$ cat src/rtl/bin_to_digits.sv
// rtl/bin_to_digits.sv - sequential double-dabble binary to active-low 7-segment digit converter
module bin_to_digits #(
    parameter int WIDTH  = 20,
    parameter int DIGITS = 6,
    parameter int BLANK  = 1
) (
    input  logic                  clk,
    input  logic                  reset,
    input  logic                  start,
    input  logic [WIDTH-1:0]      value,
    input  logic [DIGITS-1:0]     dp_mask,
    output logic                  busy,
    output logic                  done,
    output logic [8*DIGITS-1:0]   digit_n
);

    localparam int          CW      = $clog2(WIDTH + 1);
    localparam int          BW      = 4 * DIGITS;
    localparam logic [63:0] MAX_VAL = 64'(10 ** DIGITS - 1);

    typedef enum logic [1:0] {S_IDLE, S_SHIFT, S_ENCODE} state_t;

    state_t              state_q, state_d;
    logic [CW-1:0]       cnt_q, cnt_d;
    logic [BW-1:0]       bcd_q, bcd_d;
    logic [WIDTH-1:0]    sr_q, sr_d;
    logic [DIGITS-1:0]   dp_q, dp_d;
    logic                ovf_q, ovf_d;
    logic                busy_q, busy_d;
    logic                done_q, done_d;
    logic [8*DIGITS-1:0] digit_q, digit_d;

    logic [BW-1:0]       bcd_adj;
    logic [BW+WIDTH-1:0] chain;
    logic [8*DIGITS-1:0] enc;
    logic [7:0]          code;
    logic [3:0]          nib;
    logic                lead;

    function automatic logic [7:0] seg7(input logic [3:0] n);
        case (n)
            4'd0:    seg7 = 8'hC0;
            4'd1:    seg7 = 8'hF9;
            4'd2:    seg7 = 8'hA4;
            4'd3:    seg7 = 8'hB0;
            4'd4:    seg7 = 8'h99;
            4'd5:    seg7 = 8'h92;
            4'd6:    seg7 = 8'h82;
            4'd7:    seg7 = 8'hF8;
            4'd8:    seg7 = 8'h80;
            4'd9:    seg7 = 8'h90;
            default: seg7 = 8'hFF;
        endcase
    endfunction

    // Add-3 correction ahead of the shift, both in the same cycle.
    always_comb begin
        bcd_adj = '0;
        for (int i = 0; i < DIGITS; i++) begin
            bcd_adj[4*i +: 4] = (bcd_q[4*i +: 4] >= 4'd5) ? bcd_q[4*i +: 4] + 4'd3
                                                         : bcd_q[4*i +: 4];
        end
        chain = {bcd_adj, sr_q} << 1;
    end

    // Leading-zero blanking scans from the most significant digit down.
    always_comb begin
        enc  = '1;
        code = 8'hFF;
        nib  = 4'd0;
        lead = (BLANK != 0);
        for (int i = DIGITS - 1; i >= 0; i--) begin
            nib  = bcd_q[4*i +: 4];
            code = ovf_q ? 8'hBF : seg7(nib);
            if (dp_q[i]) code[7] = 1'b0;
            if (lead && !ovf_q && nib == 4'd0 && !dp_q[i] && i != 0) begin
                code = 8'hFF;
            end else begin
                lead = 1'b0;
            end
            enc[8*i +: 8] = code;
        end
    end

    always_comb begin
        state_d = state_q;
        cnt_d   = cnt_q;
        bcd_d   = bcd_q;
        sr_d    = sr_q;
        dp_d    = dp_q;
        ovf_d   = ovf_q;
        busy_d  = busy_q;
        done_d  = 1'b0;
        digit_d = digit_q;
        case (state_q)
            S_IDLE: begin
                if (start) begin
                    sr_d   = value;
                    dp_d   = dp_mask;
                    bcd_d  = '0;
                    cnt_d  = CW'(WIDTH);
                    busy_d = 1'b1;
                    if ({{(64-WIDTH){1'b0}}, value} > MAX_VAL) begin
                        ovf_d   = 1'b1;
                        state_d = S_ENCODE;
                    end else begin
                        ovf_d   = 1'b0;
                        state_d = S_SHIFT;
                    end
                end
            end
            S_SHIFT: begin
                {bcd_d, sr_d} = chain;
                cnt_d         = cnt_q - CW'(1);
                if (cnt_q == CW'(1)) state_d = S_ENCODE;
            end
            S_ENCODE: begin
                digit_d = enc;
                done_d  = 1'b1;
                busy_d  = 1'b0;
                state_d = S_IDLE;
            end
            default: state_d = S_IDLE;
        endcase
    end

    always_ff @(posedge clk) begin
        if (reset) begin
            state_q <= S_IDLE;
            cnt_q   <= '0;
            bcd_q   <= '0;
            sr_q    <= '0;
            dp_q    <= '0;
            ovf_q   <= 1'b0;
            busy_q  <= 1'b0;
            done_q  <= 1'b0;
            digit_q <= '1;
        end else begin
            state_q <= state_d;
            cnt_q   <= cnt_d;
            bcd_q   <= bcd_d;
            sr_q    <= sr_d;
            dp_q    <= dp_d;
            ovf_q   <= ovf_d;
            busy_q  <= busy_d;
            done_q  <= done_d;
            digit_q <= digit_d;
        end
    end

    assign busy    = busy_q;
    assign done    = done_q;
    assign digit_n = digit_q;

endmodule

$ cat config.mk
export PLATFORM = sky130hd
export DESIGN_NAME = bin_to_digits
export DESIGN_NICKNAME = d
export VERILOG_FILES = /design/src/rtl/bin_to_digits.sv
export SDC_FILE = /design/constraint.sdc
export NUM_CORES = 1
export LEC_CHECK = 0
export BUFFER_PORTS_ARGS = -buffer_cell sky130_fd_sc_hd__buf_2
export CELL_PAD_IN_SITES_DETAIL_PLACEMENT = 1
export CELL_PAD_IN_SITES_GLOBAL_PLACEMENT = 2
export CORE_ASPECT_RATIO = 1.25
export CORE_UTILIZATION = 39
export CTS_CLUSTER_SIZE = 30
export DETAILED_ROUTE_END_ITERATION = 12
export GPL_TIMING_DRIVEN = 0
export PLACE_DENSITY_LB_ADDON = 0.15
export REMOVE_ABC_BUFFERS = 1
export SYNTH_ARGS = -nofsm -noshare
export SYNTH_HDL_FRONTEND = slang
export SYNTH_SLANG_ARGS = --single-unit
$ cat constraint.sdc
create_clock -name clk -period 5.75 [get_ports clk]
set_clock_uncertainty 0.15 [all_clocks]
set_input_delay 0 -clock clk [delete_from_list [all_inputs] [get_ports clk]]
set_output_delay 0 -clock clk [all_outputs]
set_load 0.01 [all_outputs]
# Yosys cells after proc, flatten, opt, wreduce, memory -nomap -nowiden
# Memories as Yosys holds them, arrays and structs flattened. A register that Yosys moved wholly into a read port is not among the register bits.
# Cells that the tools add are included.
# Widths: inputs -> output; s select.
# classes
add_sub_neg	7
n_lt_le_gt_ge	7
n_eq_ne	5
mux	53
n_reduce_logical	32
# op_table
op	count
$mux 8	11
$mux 4	17
$pmux 24 s2	1
$pmux 20 s2	1
$ge 4x3->1 const B	6
$mux 24	1
$add 4x2->4 const B	5
$gt 20x20->1 const B	1
$logic_not 4->1	5
$mux 20	1
$logic_and 1x1->1	14
$mux 1	13
$pmux 5 s2	1
$reduce_and 2->1	4
$logic_not 1->1	6
$mux 2	3
$eq 5x1->1 const B	1
$mux 5	1
$sub 5x1->5 const B	1
$ne 2x2->1 const B	2
$pmux 2 s2	1
$reduce_bool 2->1	2
$add 3x2->3 const B	1
$mux 3	1
other kinds (4)	4
# word_totals
reg_bits	108
mem_bits_ro	672
input_bits	29
out_inout_bits	50
word_cells	119
mem_count	6
# memory_table
memory	words	word_bits	read_ports	rd_ports_with_merged_regs	write_ports	line	source
(name not given)	16	7	1	1	0	41	case (n)
(name not given)	16	7	1	1	0	41	
(name not given)	16	7	1	1	0	41	
(name not given)	16	7	1	1	0	41	
(name not given)	16	7	1	1	0	41	
(name not given)	16	7	1	1	0	41	

# Longest topological paths before layout
# Gate-level depths: netlist of the first run.
# depth
ltp_word	20
ltp_mapped	11
depth_no_buf	11

# Least setup slack after synthesis of the first run
# No wires, ideal clock.
# synth_path
path_kind	register to register
from	reg bcd_q[5]
to	reg (tool-made name)
setup_time_ns	0.143
arrival_ns	2.284
required_time_ns	5.457
slack_ns	3.173
stages_incl_launch_ff	12
path_buffers	0
period_less_slack_ns	2.577
path_cell_list	dfxtp_1 -> inv_1 -> ha_1 -> nand2b_1 -> a2111o_1 -> and3_1 -> nor2_1 -> inv_1 -> ha_1 -> nand3b_1 -> o32ai_1 -> a311oi_1
# synth_lines
element	line	source
start: declaration	25	logic [BW-1:0] bcd_q, bcd_d;
start signal: assignment	131	bcd_q <= '0;
start signal: assignment	141	bcd_q <= bcd_d;

==> flow_metrics.tcl, run 1 <==
set metrics [dict create \
    multi_input_area_um2 4074 \
    die_area_um2 19800 \
    nFillCells 2242 \
    cts_root_buf "clkbuf_16" \
    die_w_um 126.0 \
    synth_area_um2 7501 \
    hp-start "start" \
    wl_per_cell_um 17.81 \
    cp_max_fo 34 \
    critPathArrivalTime_ns 3.91 \
    critPathKind "flip-flop to flip-flop" \
    crit_path_end_kind "flip-flop" \
    cap_violations 0 \
    htree_levels 4 \
    seqCellArea_um2 3005 \
    drcViolationCount 0 \
    worst_pin_slew_ns 1.201 \
    post_cts_buffers 0 \
    ir_worst_vdd_mv 0.1957 \
    ios 79 \
    synth_edf_count 0 \
    wl_met3_um 466 \
    core_area_um2 18780 \
    die_h_um 157.1 \
    antenna-diode-count 0 \
    wl_met2_um 11340 \
    area_growth_pct 18.47 \
    yosysWarningCount 0 \
    clock_path_buffers 2 \
    overflow 0 \
    first_pass_iters 6 \
    startpoint_type "flip-flop" \
    dp_hpwl_um 14310 \
    clk_latency_ns 0.42 \
    setup_violations 0 \
    rsz0062_at_grt "no" \
    p_per_area_nw_per_um2 276.2 \
    slew_viol_final 0 \
    p_leak_nw 3.496 \
    num_rows 56 \
    synthCells 878 \
    avgViaCountPerCell 5.692 \
    required_ns 5.88 \
    period_minus_slack_ns 3.780 \
    min_path_type "primary input to flip-flop" \
    synth_flop_cell "dfxtp_1" \
    clkSinkCount 150 \
    vias 6756 \
    clk_pin_slew_worst_paths_ns 0.06 \
    grt_max_degree 72 \
    status "finished, final reports clean" \
    grt_pass1_vias 7077 \
    dp_cells 1127 \
    fmax_ghz 0.2645 \
    portBuffers 78 \
    antenna_found_initial 0 \
    relSlewSlack_pct 19.91 \
    initial_core_util_pct 39.95 \
    numCtsBuffers 17 \
    fin_tns_setup_ns 0 \
    power_mw 2.455 \
    async_flop_share_pct 0 \
    r2r_start "state_q[0]" \
    place.gp.congestion 0.8114 \
    highest_layer "met4" \
    cts_tree "yes" \
    finalCritPeriodShare_pct 65.74 \
    synth_cell_types 76 \
    final_cells 1187 \
    drt-met1-wl_um 9038 \
    synth.avg_cell_area_um2 8.543 \
    fin_nets 1023 \
    ys_ff_latch 150 \
    routed_wl_um 21140 \
    grt_pass1_wl_um 34780 \
    timing_hold_violations_final 0 \
    yosysSeqAreaShare_pct 40.03 \
    antenna_left 0 \
    first_iter_violations 263 \
    drive_gt1_share_pct 15.50 \
    grt_usage_pct 22.11 \
    startpoint "state_q[0]" \
]
==> synth_stat cells (10+ instances only) <==
cell | number | area (um2)
a2111oi_0 | 16 | 140.1
a211oi_1 | 13 | 97.59
a21oi_1 | 57 | 285.3
buf_2 | 10 | 50.05
clkbuf_1 | 42 | 157.7
dfxtp_1 | 150 | 3003
ha_1 | 49 | 613.1
inv_1 | 44 | 165.2
nand2_1 | 84 | 315.3
nand2b_1 | 10 | 62.56
nand3_1 | 13 | 65.06
nor2_1 | 111 | 416.7
nor2b_1 | 14 | 87.58
nor3_1 | 15 | 75.07
o211ai_1 | 12 | 90.09
o21ai_0 | 31 | 155.2
o221a_2 | 10 | 112.6
o22ai_1 | 30 | 187.7
==> stage by stage <==
| stage | setup WS [ns] | utilization (%) | hold WS [ns] | cell area (um2) |
|---|---|---|---|---|
| 2_1_floorplan | 2.068 | - | -0.08535 | 7221 |
| 3_3_place_gp | 0.4646 | 42.08 | 0.09834 | 7901 |
| 3_5_place_dp | 1.452 | 42.72 | 0.09956 | 8021 |
| 4_1_cts | 1.473 | 47.31 | 0.1521 | 8885 |
| 5_1_grt | 1.713 | 47.32 | 0.2162 | 8886 |
| 6_report | 1.970 | 47.32 | 0.1654 | 8886 |
==> what timing repair did <==
action                     CTS  global route
hold endpoints to repair    41             0
setup endpoints to repair    0             0
hold buffers                31             0
resized for setup            0             0
==> layout make-up <==
type / count / area share [%]
sequential: 150 / 33.82
clock inverter: 9 / 1.197
tap: 232 / 3.267
inverter: 44 / 1.859
multi-input combinational: 619 / 45.85
clock buffer: 20 / 5.027
timing repair buffer: 113 / 8.983
==> layer usage <==
layer	GRT usage, %	vias up
met2	42.78	82
met3	3.569	22
met4	8.204	0
met1	23.99	3346
li1	-	3306
met5	0	-
==> logic make-up (layout without fill, tap and decap cells) <==
kind of cell	Yosys count	count (layout)	synth area share [%]
AOI/OAI and AO/OA	256	256	25.12
buffers and inverters	109	186	5.938
DFF	150	150	40.03
and+or+nand+nor	305	305	19.60
muxes	3	3	0.4337
xor gates and xnor gates	6	6	0.7006
adders and majority gates	49	49	8.174
==> where the power goes <==
| group | internal (mW) | switching [mW] |
|---|---|---|
| clock | 0.640 | 0.429 |
| sequential | 1.08 | 0.0436 |
| combinational | 0.103 | 0.157 |
| total | 1.83 | 0.629 |
==> layout by cell type (no fill, tap or decap), types with 9 or more instances in the layout <==
| cell type | n |
|---|---|
| a211oi_1 | 13 |
| inv_1 | 43 |
| buf_2 | 77 |
| nor3_1 | 15 |
| o211ai_1 | 12 |
| nand2_1 | 84 |
| clkbuf_16 | 17 |
| nor2_1 | 111 |
| o21ai_0 | 31 |
| a21oi_1 | 57 |
| nor4_1 | 9 |
| nor2b_1 | 13 |
| o221a_2 | 10 |
| dlygate4sd3_1 | 31 |
| a2111oi_0 | 16 |
| nand3_1 | 13 |
| dfxtp_1 | 148 |
| o22ai_1 | 30 |
| nand2b_1 | 9 |
| ha_1 | 49 |
==> critical path: stages, from the launching register on <==
cell      delay, ns
dfxtp_2        0.86
nand2b_2       0.66
or4_1          0.71
a21oi_1        0.36
inv_1          0.17
ha_1           0.32
nor4_1         0.29
a211oi_1       0.07
==> worst paths after layout <==
kind | to | slack [ns] | depth (start not counted)
min | sr_q[14] | 0.17 | 5
min reg2reg | digit_n[16] | 0.29 | 2
max reg2reg | flip-flop | 1.97 | 7
max | flip-flop | 1.97 | 7
Note: power is estimated with default switching activity, not from simulation.
==> run 2: changes to the inputs <==
--- a/config.mk
+++ b/config.mk
@@ -5,11 +5,12 @@
 export SDC_FILE = /design/constraint.sdc
 export NUM_CORES = 1
 export LEC_CHECK = 0
+export ABC_AREA = 1
 export BUFFER_PORTS_ARGS = -buffer_cell sky130_fd_sc_hd__buf_2
 export CELL_PAD_IN_SITES_DETAIL_PLACEMENT = 1
 export CELL_PAD_IN_SITES_GLOBAL_PLACEMENT = 2
 export CORE_ASPECT_RATIO = 1.25
-export CORE_UTILIZATION = 39
+export CORE_UTILIZATION = 31
 export CTS_CLUSTER_SIZE = 30
 export DETAILED_ROUTE_END_ITERATION = 12
 export GPL_TIMING_DRIVEN = 0
==> constraint.sdc (replaced) <==
create_clock -name clk -period 3.3 [get_ports clk]
set_clock_uncertainty 0.15 [all_clocks]
set_input_delay 0 -clock clk [delete_from_list [all_inputs] [get_ports clk]]
set_output_delay 0 -clock clk [all_outputs]
set_load 0.01 [all_outputs]
==> run 2 against run 1 <==
  * Critical path depth up 6
  * Clock-buffer cell count unchanged
  * Utilization down 8.5 points
  * Largest cell class unchanged
  * Highest routed layer unchanged
==> flow_metrics.tcl, run 2 <==
set metrics [dict create \
    status "finished, final reports clean" \
    cp_cell_sequence "inv_2, nand2_1, nor2_4, nor2_8, inv_4, o21ai_1, nand2_1, inv_1, ha_1, nand3_1, nand2_1, nand2_1, nand2_1" \
    antenna-diode-count 0 \
    holdWs_ns 0.09000 \
    grt_pass1_vias 6923 \
    avgViaCountPerCell 4.763 \
    cap_violations 0 \
    r2r_start "state_q[1]" \
    startpoint "state_q[1]" \
    yosys-mux-area-fraction_pct 0 \
    fin_util_pct 38.81 \
    portBuffers 78 \
    synth_area_um2 7405 \
    r2r_slack_ns 0.36 \
    synth_flop_cell "dfxtp_1" \
    netlist.top_cell.by_area "dfxtp_1" \
    cts_root_buf "clkbuf_16" \
    critPathMaxStageDelay_ns 0.52 \
    area_growth_pct 21.58 \
    slew_viol_final 0 \
    min_path_type "primary input to flip-flop" \
    yosysWarningCount 0 \
    startpoint_type "flip-flop" \
    grt_max_degree 70 \
    routed_wl_um 20890 \
    yosysMostFrequentCell "nand2_1" \
    clk_pin_slew_worst_paths_ns 0.07 \
    clock_path_buffers 2 \
    final_cell_mix "nand2_1 (338), dfxtp_1 (149), inv_1 (90)" \
    critPathArrivalTime_ns 3.10 \
    ys_ff_latch 150 \
    worstPathBufferInverterCount 3 \
    post_dp_cell_area_um2 7993 \
    numCtsBuffers 17 \
    synthAdderAreaFrac_pct 8.280 \
    initial_core_util_pct 31.92 \
    setup_violations 0 \
    finalInstanceArea_um2 9002 \
    place.gp.congestion 0.7486 \
    yosys-top-cells-count "nand2_1 (338), dfxtp_1 (150), inv_1 (91)" \
    period_minus_slack_ns 2.936 \
    required_ns 3.47 \
    p_leak_nw 4.437 \
    first_pass_iters 4 \
    num_rows 62 \
    nFillCells 2900 \
    fin_nets 1179 \
    crit_slowest_cell "dfxtp_1" \
    drt-met1-wl_um 9751 \
    synthCells 1003 \
    drive_gt1_share_pct 16.25 \
    async_flop_share_pct 0 \
    ir_worst_vdd_mv 0.3638 \
    final_cells 1402 \
    critPathMostFrequentCell "nand2_1" \
    synth_compound_area_share_pct 10.22 \
    multi_input_area_um2 3809 \
    synth_edf_count 0 \
    first_iter_violations 162 \
    crit_family "simple AND/OR/NAND/NOR gates" \
    rsz0062_at_grt "no" \
    synthTopCellsByArea "dfxtp_1 (41%), nand2_1 (17%), ha_1 (8.3%), nand3_1 (5.4%), inv_1 (4.6%)" \
    synthSimpleGateAreaFrac_pct 32.46 \
    synth_cell_types 42 \
    highest_layer "met4" \
    worst_pin_slew_ns 1.249 \
    timing_hold_violations_final 0 \
    pre_cts_ws_ns -0.3806 \
    wl_per_cell_um 14.90 \
    crit_path_end_kind "flip-flop" \
    yosysSeqAreaShare_pct 40.55 \
    overflow 0 \
    fin_tns_setup_ns 0 \
    drcViolationCount 0 \
    die_area_um2 24510 \
    dp_cells 1332 \
    wl_met2_um 10510 \
    grt_usage_pct 17.62 \
    power_mw 4.600 \
    die_h_um 174.8 \
    wl_met3_um 412 \
    synth_top_cell_area_share_pct 40.55 \
    p_per_area_nw_per_um2 511.0 \
    final_common_cell "nand2_1" \
    ios 79 \
    cts_tree "yes" \
    antenna_left 0 \
    vias 6678 \
    clk_latency_ns 0.43 \
    htree_levels 4 \
    seqCellArea_um2 3004 \
    core_area_um2 23190 \
    post_cts_buffers 0 \
    finalCritPeriodShare_pct 88.96 \
    fmax_ghz 0.3406 \
    synth_top_family_by_area "simple AND/OR/NAND/NOR gates" \
    antenna_found_initial 0 \
    clkSinkCount 150 \
    setup_ws_ns 0.3642 \
    die_w_um 140.2 \
    relSlewSlack_pct 16.76 \
    dp_hpwl_um 13430 \
    grt_pass1_wl_um 34310 \
    hp-start "start" \
    synth.avg_cell_area_um2 7.382 \
    critPathKind "flip-flop to flip-flop" \
    cp_max_fo 18 \
    synth_xor_area_share_pct 0 \
]
==> run 2: cell count changes after synthesis, sizes merged, moves of 14 or more <==
cell     previous run  this run
nand3              13        85
nor3               16         2
nor2              113        51
nand4               3        21
o22ai              30         1
a2111oi            16         0
inv                44       103
nor2b              14         0
clkbuf             43        17
nand2              84       363
==> run 2: area by class of cell <==
class | instances | share of cell area [%]
clock buffers | 20 | 4.962
clock inverters | 12 | 2.140
inverters | 103 | 4.350
multi-input cells | 714 | 42.31
flip-flops and latches | 150 | 33.37
well taps | 288 | 4.003
repair buffers | 115 | 8.867
==> run 2: report_power, final <==
part / switching, mW / internal [mW]
sequential: 0.0627 / 1.89
combinational: 0.341 / 0.177
clock: 0.828 / 1.30
==> run 2: timing repair <==
item                                    in CTS  in global routing
cloned                                       1                  3
pin swaps                                    1                  3
hold buffers                                34                  0
endpoints found under the setup margin      24                 11
gates resized for setup                      0                  2
hold endpoints to repair                    29                  0
==> run 2: path summary, 6_finish.rpt <==
path	to	depth (start not counted)
hold / removal	state_q[0]	5
setup reg to reg	flip-flop	13
setup / recovery	flip-flop	13
hold reg to reg	digit_n[47]	1
==> run 2: cell families after synthesis <==
| kind of cell | Yosys count |
|---|---|
| and+or+nand+nor | 536 |
| DFF | 150 |
| buffers and inverters | 143 |
| AOI/OAI and AO/OA | 125 |
| adders and majority gates | 49 |
==> run 2: worst reg2reg max path, cell delays in order (launching register included) <==
cell	delay (ns)
dfxtp_1	0.52
inv_2	0.09
nand2_1	0.17
nor2_4	0.15
nor2_8	0.36
inv_4	0.20
o21ai_1	0.32
nand2_1	0.22
inv_1	0.14
ha_1	0.27
nand3_1	0.09
nand2_1	0.06
nand2_1	0.05
nand2_1	0.05
==> run 2: per-layer routing <==
metal	track usage, %	up-vias
met5	0	-
met4	4.899	0
met3	3.097	17
met2	32.23	70
met1	20.90	3159
li1	-	3432
==> run 3: changes to the inputs <==
--- a/config.mk
+++ b/config.mk
@@ -15,6 +15,7 @@
 export DETAILED_ROUTE_END_ITERATION = 12
 export GPL_TIMING_DRIVEN = 0
 export PLACE_DENSITY_LB_ADDON = 0.15
+export RECOVER_POWER = 25
 export REMOVE_ABC_BUFFERS = 1
 export SYNTH_ARGS = -nofsm -noshare
 export SYNTH_HDL_FRONTEND = slang
==> run 3 against run 2 <==
  * Design area shrank 0.69%
  * Clock power is essentially flat
  * Largest power group unchanged
  * Highest routed layer unchanged
  * Non-clock buffer count is the same
  * Sequential share of layout area grew 0.23 points
  * Worst setup slack lost 0.011 ns
  * Die area is the same
  * Combinational power shrank 2%
  * Cell count is the same
  * Sequential power is essentially flat
  * Clock-buffer cell count is the same
  * Routed wire length is essentially flat
==> flow_metrics.tcl, run 3 (synthesized netlist as in run 2, its figures left out) <==
set metrics [dict create \
    clk_latency_ns 0.43 \
    routed_wl_um 20880 \
    min_path_type "primary input to flip-flop" \
    finalCritPeriodShare_pct 89.31 \
    die_h_um 174.8 \
    antenna_left 0 \
    critPathMaxStageDelay_ns 0.53 \
    place.gp.congestion 0.7486 \
    cts_tree "yes" \
    htree_levels 4 \
    crit_family "simple AND/OR/NAND/NOR gates" \
    p_clk_share_pct 46.4 \
    die_w_um 140.2 \
    avgViaCountPerCell 4.760 \
    worst_pin_slew_ns 1.253 \
    crit_slowest_cell "dfxtp_1" \
    ir_worst_vdd_mv 0.3637 \
    critPathArrivalTime_ns 3.11 \
    die_area_um2 24510 \
    setup_violations 0 \
    clkSinkCount 150 \
    clock_path_buffers 2 \
    grt_pass1_vias 6923 \
    cp_max_fo 18 \
    p_sw_mw 1.231 \
    finalInstanceArea_um2 8940 \
    holdWs_ns 0.08759 \
    swShare_pct 26.81 \
    seqCellArea_um2 3004 \
    worstPathBufferInverterCount 3 \
    first_iter_violations 169 \
    cp_cell_sequence "inv_2, nand2_1, nor2_4, nor2_8, inv_4, o21ai_1, nand2_1, inv_1, ha_1, nand3_1, nand2_1, nand2_1, nand2_1" \
    p_per_area_nw_per_um2 513.5 \
    initial_core_util_pct 31.92 \
    final_cells 1402 \
    post_dp_cell_area_um2 7993 \
    nFillCells 2909 \
    status "finished, final reports clean" \
    slew_viol_final 0 \
    dp_cells 1332 \
    rsz0062_at_grt "no" \
    overflow 0 \
    ios 79 \
    core_area_um2 23190 \
    setup_ws_ns 0.3528 \
    p_leak_nw 4.372 \
    cts_root_buf "clkbuf_16" \
    grt_usage_pct 17.62 \
    period_minus_slack_ns 2.947 \
    power_frac_seq_pct 42.5 \
    timing_hold_violations_final 0 \
    fin_nets 1179 \
    drive_gt1_share_pct 11.76 \
    grt_max_degree 70 \
    portBuffers 78 \
    relSlewSlack_pct 16.46 \
    crit_path_end_kind "flip-flop" \
    area_growth_pct 20.73 \
    fin_tns_setup_ns 0 \
    combinationalPowerShare_pct 11.1 \
    first_pass_iters 4 \
    power_mw 4.591 \
    numCtsBuffers 17 \
    pre_cts_ws_ns -0.3806 \
    multi_input_area_um2 3809 \
    critPathKind "flip-flop to flip-flop" \
    clk_pin_slew_worst_paths_ns 0.07 \
    critPathMostFrequentCell "nand2_1" \
    fmax_ghz 0.3393 \
    final_cell_mix "nand2_1 (338), dfxtp_1 (149), inv_1 (90)" \
    antenna-diode-count 0 \
    cap_violations 0 \
    drcViolationCount 0 \
    p_int_mw 3.360 \
    final_common_cell "nand2_1" \
    required_ns 3.47 \
    num_rows 62 \
    grt_pass1_wl_um 34310 \
    wl_per_cell_um 14.89 \
    antenna_found_initial 0 \
    vias 6674 \
    fin_util_pct 38.54 \
    post_cts_buffers 0 \
    startpoint_type "flip-flop" \
    dp_hpwl_um 13430 \
]
-- run 3: cell type report --
cell class,instances,area share (%)
inverters,103,4.381
repair buffers,115,8.230
multi-input cells,714,42.60
clock inverters,12,2.155
well taps,288,4.031
clock buffers,20,4.996
flip-flops and latches,150,33.60
-- run 3: tightest hold or removal path, delay by kind of cell --
| family | cells | cell delay, ns |
|---|---|---|
| AO/OA/AOI/OAI | 1 | 0.06 |
| AND/OR/NAND/NOR | 3 | 0.44 |
| buffers and inverters | 1 | 0.11 |
-- run 3: worst paths after layout --
kind / start / slack, ns / end / cells past startpoint
worst max-delay path: state_q[1] / 0.35 / flip-flop / 13
worst max register to register: state_q[1] / 0.35 / flip-flop / 13
worst min-delay path: start / 0.09 / state_q[0] / 5
worst min register to register: dp_q[5] / 0.30 / digit_n[47] / 1
-- run 3: metal layers --
| layer | share of wire (%) | vias to the layer above | global-route usage, % |
|---|---|---|---|
| li1 | - | 3432 | - |
| met1 | 47 | 3159 | 20.90 |
| met2 | 50 | 66 | 32.23 |
| met3 | 2.1 | 17 | 3.097 |
| met4 | 1.0 | 0 | 4.899 |
| met5 | 0 | - | 0 |
-- run 3: timing repair --
item                       in CTS  in global routing
pin swaps                       1                  3
hold buffers                   34                  0
hold endpoints to repair       29                  0
gates resized for setup         0                  2
setup endpoints to repair      24                 11
gates cloned                    1                  3
-- run 3: power groups by stage --
stage	combinational, mW	clock (mW)	sequential, mW
4_1_cts	0.517	2.20	1.95
2_1_floorplan	0.274	0	1.98
3_3_place_gp	0.463	0	1.99
3_5_place_dp	0.477	0	1.99
6_report	0.510	2.13	1.95
5_1_grt	0.578	2.26	1.96
